[src/rtl/sale_terminal_ctrl.sv]
// Top-level sequencer for the sale terminal: turns key/select pulses and mode switches into
// registered one-cycle command pulses for the barcode register, highlight block and basket.
module sale_terminal_ctrl #(
    parameter int NUM_KEYS        = 4,
    parameter int ID_W            = 4,
    parameter int QTY_W           = 4,
    parameter int BASKET_DEPTH    = 16,
    parameter int ERR_HOLD_CYCLES = 25_000_000,
    parameter int END_HOLD_CYCLES = 50_000_000
) (
    input  logic                              CLOCK_50,
    input  logic                              RESET_N,
    input  logic [NUM_KEYS-1:0]               KEY_Pulse,
    input  logic                              SEL_Pulse,
    input  logic [1:0]                        CleanSW,
    input  logic                              BarcodeDigitCompleted,
    input  logic                              Product_valid,
    input  logic [ID_W-1:0]                   ProductID_Barcode,
    input  logic [ID_W-1:0]                   ProductID_Dir,
    input  logic [$clog2(BASKET_DEPTH+1)-1:0] BasketProductNum,
    output logic [2:0]                        State,
    output logic                              Barcode_Enable_Pulse,
    output logic                              Barcode_Clear_Pulse,
    output logic [3:0]                        Barcode_Digit_out,
    output logic                              Dir_En_Pulse,
    output logic                              Dir_Clear_Pulse,
    output logic [1:0]                        Dir_out,
    output logic                              Basket_Add_Pulse,
    output logic                              Basket_Remove_Pulse,
    output logic                              Basket_Clear_Pulse,
    output logic [ID_W-1:0]                   ProductID_out,
    output logic [QTY_W-1:0]                  ProductQuantity,
    output logic                              Err_Flag
);
    localparam int NUM_W    = $clog2(BASKET_DEPTH + 1);
    localparam int KIDX_W   = $clog2(NUM_KEYS);
    localparam int HOLD_MAX = (ERR_HOLD_CYCLES > END_HOLD_CYCLES) ? ERR_HOLD_CYCLES : END_HOLD_CYCLES;
    localparam int CNT_W    = (HOLD_MAX > 1) ? $clog2(HOLD_MAX) : 1;
    localparam logic [CNT_W-1:0] ERR_LAST = CNT_W'(ERR_HOLD_CYCLES - 1);
    localparam logic [CNT_W-1:0] END_LAST = CNT_W'(END_HOLD_CYCLES - 1);

    typedef enum logic [2:0] {
        S_START   = 3'd0,
        S_IDLE    = 3'd1,
        S_BARCODE = 3'd2,
        S_INTER   = 3'd3,
        S_QTY     = 3'd4,
        S_EDIT    = 3'd5,
        S_END     = 3'd6,
        S_ERROR   = 3'd7
    } state_t;

    state_t            state_r, state_next_s;
    logic [CNT_W-1:0]  cnt_r, cnt_next_s;
    logic              bar_en_r, bar_en_s, bar_clr_r, bar_clr_s;
    logic              dir_en_r, dir_en_s, dir_clr_r, dir_clr_s;
    logic              bsk_add_r, bsk_add_s, bsk_rem_r, bsk_rem_s, bsk_clr_r, bsk_clr_s;
    logic              err_r, err_s;
    logic [3:0]        digit_r, digit_next_s;
    logic [1:0]        dir_r, dir_next_s;
    logic [ID_W-1:0]   pid_r, pid_next_s;
    logic [QTY_W-1:0]  qty_r, qty_next_s;

    logic              key_onehot_s, key_valid_s, dir_valid_s, full_s;
    logic [KIDX_W-1:0] key_idx_s;
    logic [3:0]        key_digit_s;
    logic [QTY_W-1:0]  key_qty_s;
    logic [1:0]        key_dir_s;

    // One-hot key decode; a select in the same cycle masks every key
    always_comb begin
        key_idx_s    = '0;
        key_onehot_s = (KEY_Pulse != '0) &&
                       ((KEY_Pulse & (KEY_Pulse - NUM_KEYS'(1'b1))) == '0);
        for (int i = 0; i < NUM_KEYS; i++) begin
            key_idx_s = KEY_Pulse[i] ? KIDX_W'(i) : key_idx_s;
        end
        key_valid_s = key_onehot_s && !SEL_Pulse;
        dir_valid_s = key_valid_s && (int'(key_idx_s) < 32'sd4);
        key_digit_s = 4'(NUM_KEYS - int'(key_idx_s));
        key_qty_s   = QTY_W'(int'(key_idx_s) + 32'sd1);
        key_dir_s   = ~key_idx_s[1:0];
        full_s      = (BasketProductNum >= NUM_W'(BASKET_DEPTH));
    end

    // Next-state and next-output decode
    always_comb begin
        state_next_s = state_r;
        cnt_next_s   = '0;
        bar_en_s     = 1'b0;
        bar_clr_s    = 1'b0;
        dir_en_s     = 1'b0;
        dir_clr_s    = 1'b0;
        bsk_add_s    = 1'b0;
        bsk_rem_s    = 1'b0;
        bsk_clr_s    = 1'b0;
        digit_next_s = digit_r;
        dir_next_s   = dir_r;
        pid_next_s   = pid_r;
        qty_next_s   = qty_r;
        case (state_r)
            S_START: begin
                bar_clr_s    = 1'b1;
                dir_clr_s    = 1'b1;
                bsk_clr_s    = 1'b1;
                state_next_s = S_IDLE;
            end
            S_IDLE: begin
                if (SEL_Pulse) begin
                    state_next_s = S_END;
                end else if (CleanSW[0]) begin
                    bar_clr_s    = 1'b1;
                    dir_clr_s    = 1'b1;
                    state_next_s = S_EDIT;
                end else if (CleanSW[1]) begin
                    bar_clr_s    = 1'b1;
                    dir_clr_s    = 1'b1;
                    state_next_s = S_INTER;
                end else begin
                    state_next_s = S_BARCODE;
                end
            end
            S_BARCODE: begin
                if (CleanSW != 2'b00) begin
                    bar_clr_s    = 1'b1;
                    state_next_s = S_IDLE;
                end else if (!BarcodeDigitCompleted) begin
                    bar_en_s     = key_valid_s;
                    digit_next_s = key_valid_s ? key_digit_s : digit_r;
                end else if (SEL_Pulse) begin
                    bar_clr_s = 1'b1;
                    if (Product_valid && !full_s) begin
                        pid_next_s   = ProductID_Barcode;
                        state_next_s = S_QTY;
                    end else begin
                        state_next_s = S_ERROR;
                    end
                end else begin
                    state_next_s = S_BARCODE;
                end
            end
            S_INTER: begin
                if (!CleanSW[1] || CleanSW[0]) begin
                    state_next_s = S_IDLE;
                end else if (SEL_Pulse) begin
                    if (!full_s) begin
                        pid_next_s   = ProductID_Dir;
                        dir_clr_s    = 1'b1;
                        state_next_s = S_QTY;
                    end else begin
                        state_next_s = S_ERROR;
                    end
                end else begin
                    dir_en_s   = dir_valid_s;
                    dir_next_s = dir_valid_s ? key_dir_s : dir_r;
                end
            end
            S_QTY: begin
                if (SEL_Pulse) begin
                    state_next_s = S_IDLE;
                end else if (key_valid_s) begin
                    qty_next_s   = key_qty_s;
                    bsk_add_s    = 1'b1;
                    state_next_s = S_IDLE;
                end else begin
                    state_next_s = S_QTY;
                end
            end
            S_EDIT: begin
                if (!CleanSW[0]) begin
                    dir_clr_s    = 1'b1;
                    state_next_s = S_IDLE;
                end else if (SEL_Pulse) begin
                    if (BasketProductNum != '0) begin
                        pid_next_s = ProductID_Dir;
                        bsk_rem_s  = 1'b1;
                    end else begin
                        state_next_s = S_ERROR;
                    end
                end else begin
                    dir_en_s   = dir_valid_s;
                    dir_next_s = dir_valid_s ? key_dir_s : dir_r;
                end
            end
            S_END: begin
                if (cnt_r == END_LAST) begin
                    state_next_s = S_START;
                end else begin
                    cnt_next_s = cnt_r + CNT_W'(1'b1);
                end
            end
            S_ERROR: begin
                if (cnt_r == ERR_LAST) begin
                    state_next_s = S_IDLE;
                end else begin
                    cnt_next_s = cnt_r + CNT_W'(1'b1);
                end
            end
            default: begin
                state_next_s = S_START;
            end
        endcase
        err_s = (state_next_s == S_ERROR);
    end

    // State, hold counter and registered outputs
    always_ff @(posedge CLOCK_50 or negedge RESET_N) begin
        if (!RESET_N) begin
            state_r   <= S_START;
            cnt_r     <= '0;
            bar_en_r  <= 1'b0;
            bar_clr_r <= 1'b0;
            dir_en_r  <= 1'b0;
            dir_clr_r <= 1'b0;
            bsk_add_r <= 1'b0;
            bsk_rem_r <= 1'b0;
            bsk_clr_r <= 1'b0;
            err_r     <= 1'b0;
            digit_r   <= 4'd0;
            dir_r     <= 2'd0;
            pid_r     <= '0;
            qty_r     <= '0;
        end else begin
            state_r   <= state_next_s;
            cnt_r     <= cnt_next_s;
            bar_en_r  <= bar_en_s;
            bar_clr_r <= bar_clr_s;
            dir_en_r  <= dir_en_s;
            dir_clr_r <= dir_clr_s;
            bsk_add_r <= bsk_add_s;
            bsk_rem_r <= bsk_rem_s;
            bsk_clr_r <= bsk_clr_s;
            err_r     <= err_s;
            digit_r   <= digit_next_s;
            dir_r     <= dir_next_s;
            pid_r     <= pid_next_s;
            qty_r     <= qty_next_s;
        end
    end

    assign State                = state_r;
    assign Barcode_Enable_Pulse = bar_en_r;
    assign Barcode_Clear_Pulse  = bar_clr_r;
    assign Barcode_Digit_out    = digit_r;
    assign Dir_En_Pulse         = dir_en_r;
    assign Dir_Clear_Pulse      = dir_clr_r;
    assign Dir_out              = dir_r;
    assign Basket_Add_Pulse     = bsk_add_r;
    assign Basket_Remove_Pulse  = bsk_rem_r;
    assign Basket_Clear_Pulse   = bsk_clr_r;
    assign ProductID_out        = pid_r;
    assign ProductQuantity      = qty_r;
    assign Err_Flag             = err_r;
endmodule

[config.mk]
export PLATFORM = sky130hd
export DESIGN_NAME = sale_terminal_ctrl
export DESIGN_NICKNAME = d
export VERILOG_FILES = /design/src/rtl/sale_terminal_ctrl.sv
export SDC_FILE = /design/constraint.sdc
export NUM_CORES = 1
export LEC_CHECK = 0
export ABC_AREA = 1
export CAP_MARGIN = 0
export CELL_PAD_IN_SITES_DETAIL_PLACEMENT = 0
export CELL_PAD_IN_SITES_GLOBAL_PLACEMENT = 1
export CORE_MARGIN = 2
export CORE_UTILIZATION = 25
export CTS_CLUSTER_SIZE = 8
export DETAILED_ROUTE_END_ITERATION = 8
export PLACE_DENSITY_LB_ADDON = 0.1
export SYNTH_ARGS = -nofsm -noshare
export SYNTH_HDL_FRONTEND = slang
export SYNTH_SLANG_ARGS = --single-unit
[constraint.sdc]
create_clock -name CLOCK_50 -period 2.5 [get_ports CLOCK_50]
set_input_delay 0.25 -clock CLOCK_50 [delete_from_list [all_inputs] [get_ports CLOCK_50]]
set_output_delay 0.25 -clock CLOCK_50 [all_outputs]
set_load 0.05 [all_outputs]
==> flow_summary_export.csv, run 1 <==
group,metric,value,unit
synthesis,ys_seq_area_share,41.46,%
synthesis,syn_area,0.002958,mm²
route,drc_errors,0,
floorplan,fp.coreArea,0.01147,mm²
worst_hold_path,hp-class,"input port to async pin",
synthesis,synth-seq-cells,49,
clock_tree,clkLatencyLatePin,0.30,ns
synthesis,ys_warn_count,0,
synthesis,yosysUniqueCellTypes,37,
worst_setup_path,cp.required,2.25,ns
place,gp_congestion,0.8280,
worst_setup_path,crit_start,"State[1]",
timing,period_minus_slack,1.921,ns
final_layout,diodes,0,
place,dp_slack,0.4296,ns
clock_tree,cts_resized,0,
power_and_ir_drop,irDropWorstVdd,0.0004881,V
route,drtIter0Drc,106,
place,place_area,0.003571,mm²
route,postRouteAntennaNets,0,
synthesis,yosys.area_share.simple,38.32,%
synthesis,synth.area.mux_share,1.354,%
global_route,grt_pass1_vias,2573,
worst_setup_path,worst_setup_path_end_kind,"output port",
clock_tree,cts_tree,"built",
synthesis,synth.most_common_cell,"nand2_1",
worst_setup_path,ff2ff_path_depth,8,
timing,post-route-period-util,76.84,%
worst_setup_path,rr_endpoint,"cnt_r[19]",
route,vias,2584,
clock_tree,postCtsSetupRepairBufs,0,
synthesis,synthTopCellsByArea,"dfrtp_1 (41%), nand2_1 (12%), nor2_1 (9.5%)",
timing,worstMarginPinSlew,0.8310,ns
floorplan,fp.dieH,112.8,µm
outcome,status,"finished, final reports clean",
synthesis,post_synth_fa_ha_maj_area_fraction,1.269,%
final_layout,fill_cells,1227,
clock_tree,htreeDepth,2,
floorplan,io_pins,49,
synthesis,synth_compound_area_share,5.880,%
timing,hold_viol,0,
route,drt_first_pass_iters,4,
worst_setup_path,critPathBufInv,1,
clock_tree,cts_buffer_depth,2,
timing,slew_violations,0,
timing,finClkSkew,0.007143,ns
synthesis,avgSynthCellArea,7.432,µm²
global_route,grt_max_degree,36,
clock_tree,cts_buffers,5,
synthesis,synth_edf_count,0,
place,dp_cells,586,
synthesis,yosysTopAreaCell,"dfrtp_1",
clock_tree,ctsHoldBuffers,0,
worst_setup_path,arrival,1.67,ns
global_route,grt_pass1_wl,12740,µm
worst_setup_path,r2r_setup_slack,0.68,ns
worst_setup_path,path_depth,1,
synthesis,postSynthCellCount,398,
global_route,overflow,0,
timing,max_freq,520.6,MHz
route,wl_per_cell,12.99,µm
worst_setup_path,critical_path.top_delay_family,"buffers and inverters",
worst_setup_path,cp_slowest_cell,"clkdlybuf4s50_1",
final_layout,drive_gt1_share,10.42,%
timing,setup_viol,0,
job,cap_violations,0,
power_and_ir_drop,powerDensity,876.2,mW/mm²
final_layout,layout.cells.non_filler,594,
timing,worst_slack,0.5791,ns
worst_setup_path,crit_type,"flop to output port",
place,place_hpwl,6077,µm
synthesis,netlist.area_leader.share,41.46,%
synthesis,async_flop_share,100.0,%
global_route,track_usage,12.56,%
timing,tns,0,ns
global_route,antenna_found_initial,0,
synthesis,ys.flop_type,"dfrtp_1",
worst_setup_path,slowest_delay,0.87,ns
place,io_buffers,46,
worst_setup_path,r2r_start,"cnt_r[0]",
synthesis,synth_top_family_by_area,"simple AND/OR/NAND/NOR gates",
floorplan,die_x,112.8,µm
floorplan,initial_core_util,25.79,%
synthesis,synth-xor-area-share,3.553,%
route,wirelength,7717,µm
clock_tree,cts_sinks,49,
floorplan,die_area,0.01272,mm²
floorplan,row_count,39,
timing,slew_headroom,44.60,%
worst_setup_path,critPathMaxFanout,8,
route,routed_via_density,4.350,
clock_tree,clk_pin_slew_worst_paths,0.07,ns
worst_setup_path,path_cells,"clkdlybuf4s50_1",
worst_setup_path,start_kind,"flop",
final_layout,area.growth.synth_to_final,26.57,%
power_and_ir_drop,p_leak,1.566,nW
timing,rsz0062_at_grt,"false",
final_layout,num-nets-final,477,
final_layout,final_area,0.003744,mm²
synthesis,synth_common_cells,"nand2_1 (94), nor2_1 (75), dfrtp_1 (49), inv_1 (49), nand3_1 (20)",
clock_tree,clockRootBuffer,"clkbuf_16",
placed cells by master, fill, tap and decap left out, types with 2 or more instances in the layout:
cell,synthesis,layout
nand2_1,94,94
inv_1,49,49
nand2_2,4,4
buf_4,2,2
nand3_1,20,20
clkdlybuf4s50_1,0,45
dfrtp_1,49,49
a21oi_1,7,7
ha_1,3,3
nor3_2,4,4
mux2i_1,4,4
o22ai_1,2,2
o21a_1,3,3
clkbuf_16,0,5
nor2_4,4,4
nand4_1,5,5
nor3_1,10,10
nor2_1,75,75
o21ai_1,3,3
inv_2,2,2
nand3_2,3,3
xor2_1,9,9
or2_2,2,2
nor2_2,12,12
inv_6,0,2
conb_1,1,2
o21ai_0,15,15
xnor2_1,3,3
nand3_4,2,2
power by group:
group | switching, mW | internal [mW] | total, mW | leakage (nW)
Clock | 0.326 | 0.480 | 0.806 | 0.0848
Sequential | 0.113 | 0.933 | 1.05 | 0.661
Combinational | 0.985 | 0.444 | 1.43 | 0.821
flip-flops by register name, summed over array words and instances (netlist names), 2 cells and up:
signal	cells
ProductID_out	4
cnt_r	26
Barcode_Digit_out	3
ProductQuantity	3
Dir_out	2
State	3
stage by stage:
stage / total power [mW] / util [%] / hold slack (ns)
6_report: 3.280 / 32.65 / 0.05233
5_1_grt: 3.482 / 32.65 / 0.1287
4_1_cts: 3.341 / 32.65 / 0.08509
3_5_place_dp: 2.509 / 31.14 / 0.4119
3_3_place_gp: 2.531 / 31.14 / 0.4042
2_1_floorplan: 2.040 / - / -0.04559
how the worst max path moves through the flow:
stage / end
6_report: State[1]
5_1_grt: State[0]
4_1_cts: State[1]
3_5_place_dp: ProductID_out[0]
3_3_place_gp: ProductID_out[0]
2_1_floorplan: ProductQuantity[0]
layout make-up:
| type | instances | area, µm² | share of cell area [%] |
|---|---|---|---|
| flip-flops and latches | 49 | 1226 | 32.75 |
| repair buffers | 48 | 470.5 | 12.57 |
| inverters | 52 | 197.7 | 5.281 |
| well taps | 143 | 178.9 | 4.779 |
| clock inverters | 3 | 47.55 | 1.270 |
| clock buffers | 5 | 125.1 | 3.342 |
| multi-input cells | 294 | 1498 | 40.01 |
layer usage:
metal  track usage, %  share of wire [%]
met2            21.32                 48
met4            3.659                1.6
met5                0                  0
met1            16.33                 47
met3            2.357                2.9
cells by family after synthesis:
logic type | after synthesis
muxes | 4
xor gates and xnor gates | 12
other | 1
AOI/OAI and AO/OA | 32
buffers and inverters | 56
and+or+nand+nor | 241
DFF | 49
adders and majority gates | 3
(Power assumes the default switching activity.)
==> run 2: changes to the inputs <==
clock period = 1.84 ns   (was 2.5 ns; I/O delays follow)
==> run 2 against run 1 <==
  * The flow now finishes with violations (negative hold slack)
  * Flip-flop and latch count stayed put
  * Combinational power rose by 46%
  * Clock skew barely moved
  * Largest cell class unchanged
  * Final area increased by 4.5%
  * Utilization rose by 1.5 points
  * Highest routed layer unchanged
  * Clock power up 34%
  * Clock-buffer cell count did not move
==> flow_summary_export.csv, run 2 (synthesis results as in run 1) <==
group,metric,value,unit
outcome,status,"finished, violations left",
outcome,violations,"negative hold slack",
place,dp_slack,-0.02225,ns
clock_tree,cts_sinks,49,
final_layout,drive_gt1_share,15.47,%
worst_setup_path,cp.required,2.02,ns
worst_setup_path,critPathMaxFanout,12,
route,routed_via_density,4.337,
final_layout,largest_reg_flops,26,
worst_setup_path,r2r_setup_slack,0.19,ns
route,drt_first_pass_iters,4,
global_route,track_usage,12.82,%
route,vias,2667,
timing,rsz0062_at_grt,"false",
final_layout,top_register,"cnt_r",
timing,tns,0,ns
route,wl_per_cell,12.70,µm
final_layout,num-nets-final,498,
timing,slew_violations,0,
final_layout,final_cell_mix,"nand2_1 (94), nor2_1 (75), inv_1 (49)",
worst_hold_path,hp-class,"input port to async pin",
power_and_ir_drop,seqPwrFrac,30.8,%
timing,finClkSkew,0.007417,ns
place,dp_cells,607,
global_route,grt_pass1_vias,2700,
timing,setup_viol,0,
power_and_ir_drop,p_total,4.579,mW
floorplan,fp.dieH,112.8,µm
timing,worstMarginPinSlew,0.6728,ns
timing,hold_ws,-0.004289,ns
worst_setup_path,arrival,1.83,ns
route,drc_errors,0,
final_layout,diodes,0,
place,place_area,0.003734,mm²
power_and_ir_drop,power.net_switching,1.950,mW
final_layout,mostFrequentLayoutCell,"nand2_1",
floorplan,die_x,112.8,µm
timing,worst_slack,0.1858,ns
clock_tree,clk_pin_slew_worst_paths,0.07,ns
floorplan,fp.coreArea,0.01147,mm²
final_layout,layout.cells.non_filler,615,
worst_setup_path,ff2ff_path_depth,9,
timing,max_freq,604.5,MHz
power_and_ir_drop,power_frac_clock,23.5,%
floorplan,io_pins,49,
floorplan,die_area,0.01272,mm²
clock_tree,clkLatencyLatePin,0.29,ns
route,wirelength,7811,µm
final_layout,postLayoutCoreUtil,34.11,%
final_layout,area.growth.synth_to_final,32.23,%
timing,slew_headroom,55.14,%
worst_setup_path,crit_type,"flop to flop",
global_route,overflow,0,
floorplan,initial_core_util,25.79,%
power_and_ir_drop,pwr-share-comb,45.6,%
final_layout,final_area,0.003911,mm²
clock_tree,cts_tree,"built",
clock_tree,clockRootBuffer,"clkbuf_16",
worst_setup_path,worst_setup_path_end_kind,"flop",
route,postRouteAntennaNets,0,
floorplan,row_count,39,
clock_tree,cts_buffers,5,
place,place_hpwl,6130,µm
place,io_buffers,46,
job,cap_violations,0,
global_route,grt_max_degree,50,
power_and_ir_drop,irDropWorstVdd,0.0008434,V
power_and_ir_drop,powerDensity,1171,mW/mm²
worst_setup_path,crit_path_end,"cnt_r[19]",
power_and_ir_drop,power_switching_share,42.58,%
clock_tree,htreeDepth,2,
timing,period_minus_slack,1.654,ns
worst_setup_path,rr_endpoint,"cnt_r[19]",
clock_tree,cts_buffer_depth,2,
global_route,grt_pass1_wl,13140,µm
route,drtIter0Drc,104,
worst_setup_path,start_kind,"flop",
worst_setup_path,r2r_start,"cnt_r[14]",
timing,post-route-period-util,89.90,%
power_and_ir_drop,p_leak,1.673,nW
worst_setup_path,crit_start,"cnt_r[14]",
power_and_ir_drop,p_int,2.629,mW
global_route,antenna_found_initial,0,
timing,hold_viol,2,
place,gp_congestion,0.8291,
==> run 2: what timing repair did <==
| action | CTS | global route |
|---|---|---|
| hold buffers | 0 | 0 |
| gates resized for setup | 0 | 3 |
| buffers inserted | 0 | 0 |
| endpoints found under the setup margin | 0 | 5 |
==> run 2: worst min path at each step <==
stage / to / slack, ns
2_1_floorplan: Barcode_Clear_Pulse / -0.11
3_3_place_gp: cnt_r[7] / 0.35
3_5_place_dp: cnt_r[7] / 0.36
4_1_cts: cnt_r[16] / 0.05
5_1_grt: cnt_r[16] / 0.07
6_report: cnt_r[7] / -0.004
==> run 2: layout make-up <==
| type | instances | area [µm²] |
|---|---|---|
| inverters | 52 | 197.7 |
| clock buffers | 5 | 125.1 |
| repair buffers | 69 | 633.1 |
| multi-input cells | 294 | 1503 |
| clock inverters | 3 | 46.29 |
| well taps | 143 | 178.9 |
| flip-flops and latches | 49 | 1227 |
| fillers | 1238 | 7556 |
==> run 2: layer usage <==
metal  wire, µm  GRT usage (%)  up-vias
met5          0              0        -
met4         76          3.171        0
met3        181          2.035        5
met2       3948          22.28       35
met1       3604          16.70     1234
li1           -              -     1393
==> run 2: critical path, stage by stage (launching register included) <==
cell and delay, ns:
dfrtp_1 0.48, nand2_1 0.13, nor2_1 0.16, nand2_1 0.08, nor2_1 0.15, nand3_2 0.09
nand2_2 0.10, nand2_4 0.08, inv_4 0.20, nor2_1 0.08
==> run 2: power by group through the flow <==
stage	Combinational, mW	Clock, mW	Sequential, mW
4_1_cts	2.12	1.13	1.41
3_5_place_dp	2.11	0	1.43
3_3_place_gp	2.13	0	1.44
6_report	2.09	1.08	1.41
5_1_grt	2.28	1.16	1.44
2_1_floorplan	0.742	0	2.03
